<file path="src/rtl/encoder_event_fifo.sv">
// Edge-detecting event FIFO behind a 4x2 priority encoder: new (y,z) requests are queued as indices.
// Optional ENC_FIFO_DROPCNT_EN adds a saturating 4-bit drop counter output (drop_cnt).
module encoder_event_fifo #(
  parameter int DEPTH = 4
) (
  input  logic                   clk,
  input  logic                   rst_n,
  input  logic [1:0]             z,
  input  logic                   y,
  input  logic                   rd_en,
  input  logic                   clr_ovf,
  output logic [1:0]             idx,
  output logic                   valid,
  output logic                   full,
  output logic [$clog2(DEPTH):0] count,
  output logic                   overflow
`ifdef ENC_FIFO_DROPCNT_EN
  ,
  output logic [3:0]             drop_cnt
`endif
);
  localparam int AW = $clog2(DEPTH);
  localparam int CW = AW + 1;
  localparam logic [CW-1:0] DEPTH_C = CW'(DEPTH);

  logic [1:0]    y_q_z;
  logic          y_q;
  logic [1:0]    z_q;
  logic [AW-1:0] wr_ptr, rd_ptr;
  logic [1:0]    mem [DEPTH];
  logic          evt, pop, push, drop;

  assign y_q_z = z_q;
  // A held, unchanged request is one event, not one per cycle
  assign evt   = y && (!y_q || (z != y_q_z));
  assign valid = (count != '0);
  assign full  = (count == DEPTH_C);
  assign pop   = rd_en && valid;
  // When full, a same-edge pop frees the slot the push lands in
  assign push  = evt && (!full || pop);
  assign drop  = evt && full && !pop;
  assign idx   = valid ? mem[rd_ptr] : 2'b00;

  always_ff @(posedge clk or negedge rst_n) begin
    if (!rst_n) begin
      y_q      <= 1'b0;
      z_q      <= 2'b00;
      wr_ptr   <= '0;
      rd_ptr   <= '0;
      count    <= '0;
      overflow <= 1'b0;
    end else begin
      y_q <= y;
      z_q <= z;
      if (push) wr_ptr <= wr_ptr + AW'(1);
      if (pop)  rd_ptr <= rd_ptr + AW'(1);
      case ({push, pop})
        2'b10:   count <= count + CW'(1);
        2'b01:   count <= count - CW'(1);
        default: count <= count;
      endcase
      if (drop)         overflow <= 1'b1;
      else if (clr_ovf) overflow <= 1'b0;
    end
  end

  // Storage needs no reset; idx is masked by valid
  always_ff @(posedge clk) begin
    if (push) mem[wr_ptr] <= z;
  end

`ifdef ENC_FIFO_DROPCNT_EN
  always_ff @(posedge clk or negedge rst_n) begin
    if (!rst_n)                        drop_cnt <= 4'd0;
    else if (clr_ovf)                  drop_cnt <= drop ? 4'd1 : 4'd0;
    else if (drop && drop_cnt != 4'hf) drop_cnt <= drop_cnt + 4'd1;
  end
`endif
endmodule

</file>
<file path="config.mk">
export PLATFORM = sky130hd
export DESIGN_NAME = encoder_event_fifo
export DESIGN_NICKNAME = d
export VERILOG_FILES = /design/src/rtl/encoder_event_fifo.sv
export SDC_FILE = /design/constraint.sdc
export NUM_CORES = 1
export LEC_CHECK = 0
export BUFFER_PORTS_ARGS = -buffer_cell sky130_fd_sc_hd__buf_4
export CAP_MARGIN = 25
export CELL_PAD_IN_SITES_DETAIL_PLACEMENT = 1
export CELL_PAD_IN_SITES_GLOBAL_PLACEMENT = 2
export CORE_AREA = 2 2 54 56
export DETAILED_ROUTE_END_ITERATION = 16
export DIE_AREA = 0 0 56 58
export PLACE_DENSITY_LB_ADDON = 0.1
export SETUP_SLACK_MARGIN = 0.05
export SKIP_LAST_GASP = 1
export SLEW_MARGIN = 0
export SYNTH_ARGS = -nofsm -noshare
export SYNTH_HDL_FRONTEND = slang
export SYNTH_SLANG_ARGS = --single-unit
</file>
<file path="constraint.sdc">
create_clock -name clk -period 2.6 [get_ports clk]
set_input_delay 0.13 -clock clk [delete_from_list [all_inputs] [get_ports clk]]
set_output_delay 0.13 -clock clk [all_outputs]
set_load 0.02 [all_outputs]
</file>
==> results of run 1 <==
==> area by class of cell <==
cell class | instances | area, um2 | area share [%]
repair buffers | 18 | 145 | 13.0
clock buffers | 4 | 26.3 | 2.35
inverters | 8 | 30.0 | 2.69
well taps | 31 | 38.8 | 3.47
flip-flops and latches | 19 | 515 | 46.1
multi-input cells | 33 | 362 | 32.4
==> through the flow <==
step / std cells / hold WS [ns]
after floorplan: 60 / -0.166
after global placement: 105 / -0.0225
after detailed placement: 105 / -0.0234
after CTS: 113 / 0.115
after global routing: 113 / 0.126
final: 113 / 0.119
==> cell usage in the layout (no fill, tap or decap), types with 2 or more instances in the layout <==
cell type	n
dlygate4sd3_1	4
and2_2	3
nand3_1	2
ha_1	5
mux4_2	2
inv_1	8
dfrtp_1	11
edfxtp_1	8
xnor2_1	5
clkbuf_4	3
and2_1	4
xor2_1	3
buf_4	14
==> final timing paths <==
kind	endpoint	slack, ns
min reg2reg	overflow$_DFFE_PN0P_	0.51
min in group asynchronous	count[2]$_DFFE_PN0P_	0.20
max	count[2]$_DFFE_PN0P_	0.40
max reg2reg	count[2]$_DFFE_PN0P_	0.42
max in group asynchronous	wr_ptr[0]$_DFFE_PN0P_	2.25
min	overflow$_DFFE_PN0P_	0.12
==> metal layers <==
| metal | track usage, % | wire length (um) | vias to the layer above |
|---|---|---|---|
| met2 | 14.1 | 645 | 12 |
| met3 | 2.90 | 66 | 4 |
| met4 | 6.12 | 36 | 0 |
| met1 | 14.2 | 697 | 242 |
| li1 | - | - | 245 |
| met5 | 0 | 0 | - |
==> report_power, final <==
| part | internal (W) | switching [W] | leakage [nW] |
|---|---|---|---|
| combinational | 0.000269 | 0.000246 | 0.269 |
| sequential | 0.000402 | 0.0000895 | 0.204 |
| clock | 0.0000596 | 0.0000872 | 0.0150 |
==> worst reg2reg max path: cells and delay by family (launching register included) <==
family / cells / cell delay [ns]
adder cells (fa/ha/maj): 2 / 0.55
AO/OA/AOI/OAI: 1 / 0.13
XOR/XNOR: 2 / 0.29
AND/OR/NAND/NOR: 2 / 0.52
buffers and inverters: 2 / 0.15
flip-flops: 1 / 0.47
==> cells by family after synthesis <==
family / Yosys count / synth area share [%]
flops: 19 / 56.8
simple gates: 13 / 11.3
xor+xnor: 8 / 7.72
buf+inv: 8 / 3.31
fa+ha+maj: 6 / 9.10
mux: 4 / 7.72
compound gates: 2 / 4.00
==> sequential cells by signal, indices dropped and copies added, names as in the netlist <==
name and cells:
wr_ptr 2, y_q_z 2, rd_ptr 2, y_q 1
overflow 1, mem 8, count 3
==> repair_timing <==
action,in CTS,in global routing
setup endpoints to repair,0,0
hold buffers,4,0
hold endpoints to repair,14,0
==> summary.txt, run 1 <==
DRC -> 0
Synth warnings -> 0
Die Wd -> 56 um
Gr usage total -> 10.2%
Initial core utilization -> 34.1%
IO buf count -> 14
Critical path's largest stage delay -> 0.53 ns
WS Path Type -> input pin to flip-flop
DIE AREA -> 3250 um2
Synth top area share -> 30.3%
Commonest cells post-synth -> dfrtp_1, edfxtp_1, inv_1
Maximum VDD drop -> 494 uV
N_diodes -> 0
Syn nets -> 73
Core Util, Final -> 42.0%
Critical Path AT -> 2.42 ns
Clock Sinks -> 19
Synth area leader -> dfrtp_1
Fraction of layout cells with a size suffix above 1 -> 31.7%
Status -> finished clean
WP data required -> 2.83 ns
DRT Pass-1 Iters -> 4
Synth top area cells -> dfrtp_1, edfxtp_1, ha_1
Clock transition at the registers of the reported paths -> 0.11 ns
Post-synth EDFFs -> 8
1st-iter DRT viols -> 6
Post-CTS sizing -> 0
Setup Viol. Count Final -> 0
Final Critical Period -> 2.20 ns
First-pass GRT wire length -> 2440 um
Max_cap viols -> 0
Async SR Flop Fraction -> 57.9%
Post-route clock period utilization -> 84.5%
Final slew viol count -> 0
Crit path capture type -> flip-flop
Fillers -> 286
WP buf/inv -> 4
RSZ-0062 raised after global routing -> false
Main synth FF type -> dfrtp_1
Slowest CP cell -> dlygate4sd3_1
Clk root buf -> clkbuf_4
Number of synthesized register bits -> 19
Fin area -> 1120 um2
Final Power -> 0.00115 W
Via/cell ratio -> 4.45
Static Leakage -> 0.487 nW
Clock Latency Late Sink -> 0.29 ns
Mean post-synth cell area -> 15.1 um2
Final wirelength -> 1450 um
CP Cell Sequence -> dlygate4sd3_1 > buf_4 > xnor2_1 > a311oi_4 > inv_1 > ha_1 > inv_1 > fa_1 > xor2_1 > nor2_1 > xor2_1
P per Cell Area -> 1030 nW/um2
Hold path cells -> 3
Wire per inst -> 12.8 um
Post-place instance area -> 1050 um2
Most frequent cell after synthesis -> dfrtp_1
Vias in the first global route -> 507
GRT Residual Overflow -> 0
Mapped Cells -> 60
# rows -> 19
Area Overhead vs Synth -> 23.2%
Min-delay src -> clr_ovf
Hold Path Class -> input pin to flip-flop
CTS buffer count -> 3
Placer congestion estimate -> 0.684
Critical path origin -> z[1]
Final Hold Vio Count -> 0
Final nets -> 96
Die Y -> 58 um
Post-CTS setup buffers -> 0
Reg2Reg Launch Point -> count[0]$_DFFE_PN0P_
Initial antenna violation count -> 0
Post-route setup slack -> 0.404 ns
Antenna Nets Post-Route -> 0
Place WS -> 0.437 ns
Max Root-Sink Buffers -> 2
Critical path startpoint category -> input pin
Setup Skew -> 0.00561 ns
Mapped Area -> 907 um2
CTS tree -> yes
Max Clk Rate -> 455 MHz
Levels on crit path -> 11
Ports -> 15
Post-synthesis sequential area ratio -> 56.8%
Pin count of the biggest net entering global routing -> 12
Relative slew margins -> 71.2%
Post-Route Setup TNS -> 0 ns
DR vias -> 503
Crit path max-delay family -> buffers and inverters
Reg2reg path depth -> 9
HPWL after DPL -> 1100 um
Largest fanout on the critical path -> 7
Max H-tree Level -> 1
Core area -> 2660 um2
Post-synth cell types -> 19
Slew @ Worst Pin -> 0.433 ns
Power figures use the tool's default switching activity.
==> inputs of run 2 (changes only) <==
clock period = 2.1 ns   (was 2.6 ns; I/O delays follow)
==> summary.txt, run 2 (synthesis results as in run 1) <==
Status -> finished clean
DR vias -> 554
Largest fanout on the critical path -> 3
Biggest regs -> mem (8), count (3)
Core area -> 2660 um2
WS Path Type -> flip-flop to flip-flop
GRT Residual Overflow -> 0
Final wirelength -> 1600 um
Maximum VDD drop -> 622 uV
Die Y -> 58 um
Placer congestion estimate -> 0.728
Final slew viol count -> 0
Antenna Nets Post-Route -> 0
Area Overhead vs Synth -> 31.3%
Core Util, Final -> 44.7%
Hold WS -> 0.0478 ns
Ports -> 15
Max_cap viols -> 0
Initial antenna violation count -> 0
Initial core utilization -> 34.1%
Largest reg by FF count -> mem
Reg2reg path depth -> 9
First-pass GRT wire length -> 2870 um
HPWL after DPL -> 1110 um
Clock Sinks -> 19
1st-iter DRT viols -> 10
# rows -> 19
Post-route clock period utilization -> 94.1%
Worst path most repeated cell -> xor2_1
Final Critical Period -> 1.98 ns
Relative slew margins -> 79.1%
Max Clk Rate -> 506 MHz
Max reg flops -> 8
Clk root buf -> clkbuf_4
Max Root-Sink Buffers -> 2
Pin count of the biggest net entering global routing -> 12
Fraction of layout cells with a size suffix above 1 -> 43.8%
P per Cell Area -> 1290 nW/um2
Setup Viol. Count Final -> 0
DRT Pass-1 Iters -> 2
Final Non-Filler Cells -> 120
DRC -> 0
Critical path startpoint category -> flip-flop
Slowest CP cell -> dfrtp_1
DP Cell Count -> 109
WP buf/inv -> 2
Most frequent cells in the layout -> buf_4, dfrtp_1, edfxtp_1
Vias in the first global route -> 598
Final nets -> 103
N_diodes -> 0
Via/cell ratio -> 4.62
IO buf count -> 14
Max H-tree Level -> 1
Commonest non-fill, non-tap cell in the layout -> buf_4
Hold path cells -> 1
Crit path max-delay family -> adder cells
Post-Route Setup TNS -> 0 ns
DIE AREA -> 3250 um2
Slew @ Worst Pin -> 0.312 ns
Critical Path AT -> 2.21 ns
Setup Skew -> 0.00462 ns
CTS tree -> yes
Hold Path Class -> input pin to flip-flop
Gr usage total -> 12.0%
Die Wd -> 56 um
Register area -> 517 um2
Final Hold Vio Count -> 0
Static Leakage -> 0.533 nW
Post-route setup slack -> 0.123 ns
Clock transition at the registers of the reported paths -> 0.11 ns
Crit path capture type -> flip-flop
Multi-input logic area -> 382 um2
CP Cell Sequence -> nor4b_4 > a311oi_4 > inv_1 > ha_1 > inv_2 > fa_2 > xor2_1 > nor2_1 > xor2_1
RSZ-0062 raised after global routing -> true
Clock Latency Late Sink -> 0.30 ns
Place WS -> 0.0635 ns
Fillers -> 287
Levels on crit path -> 9
CTS buffer count -> 3
Critical path's largest stage delay -> 0.44 ns
WP data required -> 2.33 ns
Wire per inst -> 13.3 um
==> run 2: layout make-up <==
cell class / count / share of cell area, %
Inverter: 8 / 2.52
Timing Repair Buffer: 25 / 16.6
Multi-Input combinational cell: 33 / 32.0
Sequential cell: 19 / 43.4
Clock buffer: 4 / 2.21
Tap cell: 31 / 3.26
==> run 2: power by group <==
group | leakage, nW | switching (W) | internal, W
Sequential | 0.203 | 0.000101 | 0.000500
Combinational | 0.316 | 0.000337 | 0.000403
Clock | 0.0150 | 0.000116 | 0.0000739
Total | 0.533 | 0.000554 | 0.000977
==> run 2: through the flow <==
step / power, W / instance area, um2
detailed placement: 0.00129 / 1080
CTS: 0.00152 / 1160
global placement: 0.00129 / 1080
finish: 0.00153 / 1190
global route: 0.00166 / 1190
floorplan: 0.00104 / 908
==> run 2: worst paths after layout <==
| check | startpoint | to | slack [ns] |
|---|---|---|---|
| max | count[1]$_DFFE_PN0P_ | count[2]$_DFFE_PN0P_ | 0.12 |
| min | z[1] | mem[2][1]$_DFFE_PP_ | 0.05 |
| max reg2reg | count[1]$_DFFE_PN0P_ | count[2]$_DFFE_PN0P_ | 0.12 |
| min reg2reg | overflow$_DFFE_PN0P_ | overflow$_DFFE_PN0P_ | 0.51 |
| max in group asynchronous | rst_n | count[0]$_DFFE_PN0P_ | 1.78 |
| min in group asynchronous | rst_n | rd_ptr[1]$_DFFE_PN0P_ | 0.16 |
==> run 2: timing repair <==
action                                 CTS  global route
hold buffers                             4             0
endpoints found under the hold margin   14             0
setup endpoints to repair                1             2
resized for setup                        1             4
buffers inserted                         1             2
pin swaps                                1             1
==> run 2: layer usage <==
metal	GRT usage [%]	part of all wire, %
met5	0	0
met4	8.16	2.3
met3	2.01	3.0
met2	18.7	48
met1	15.6	47
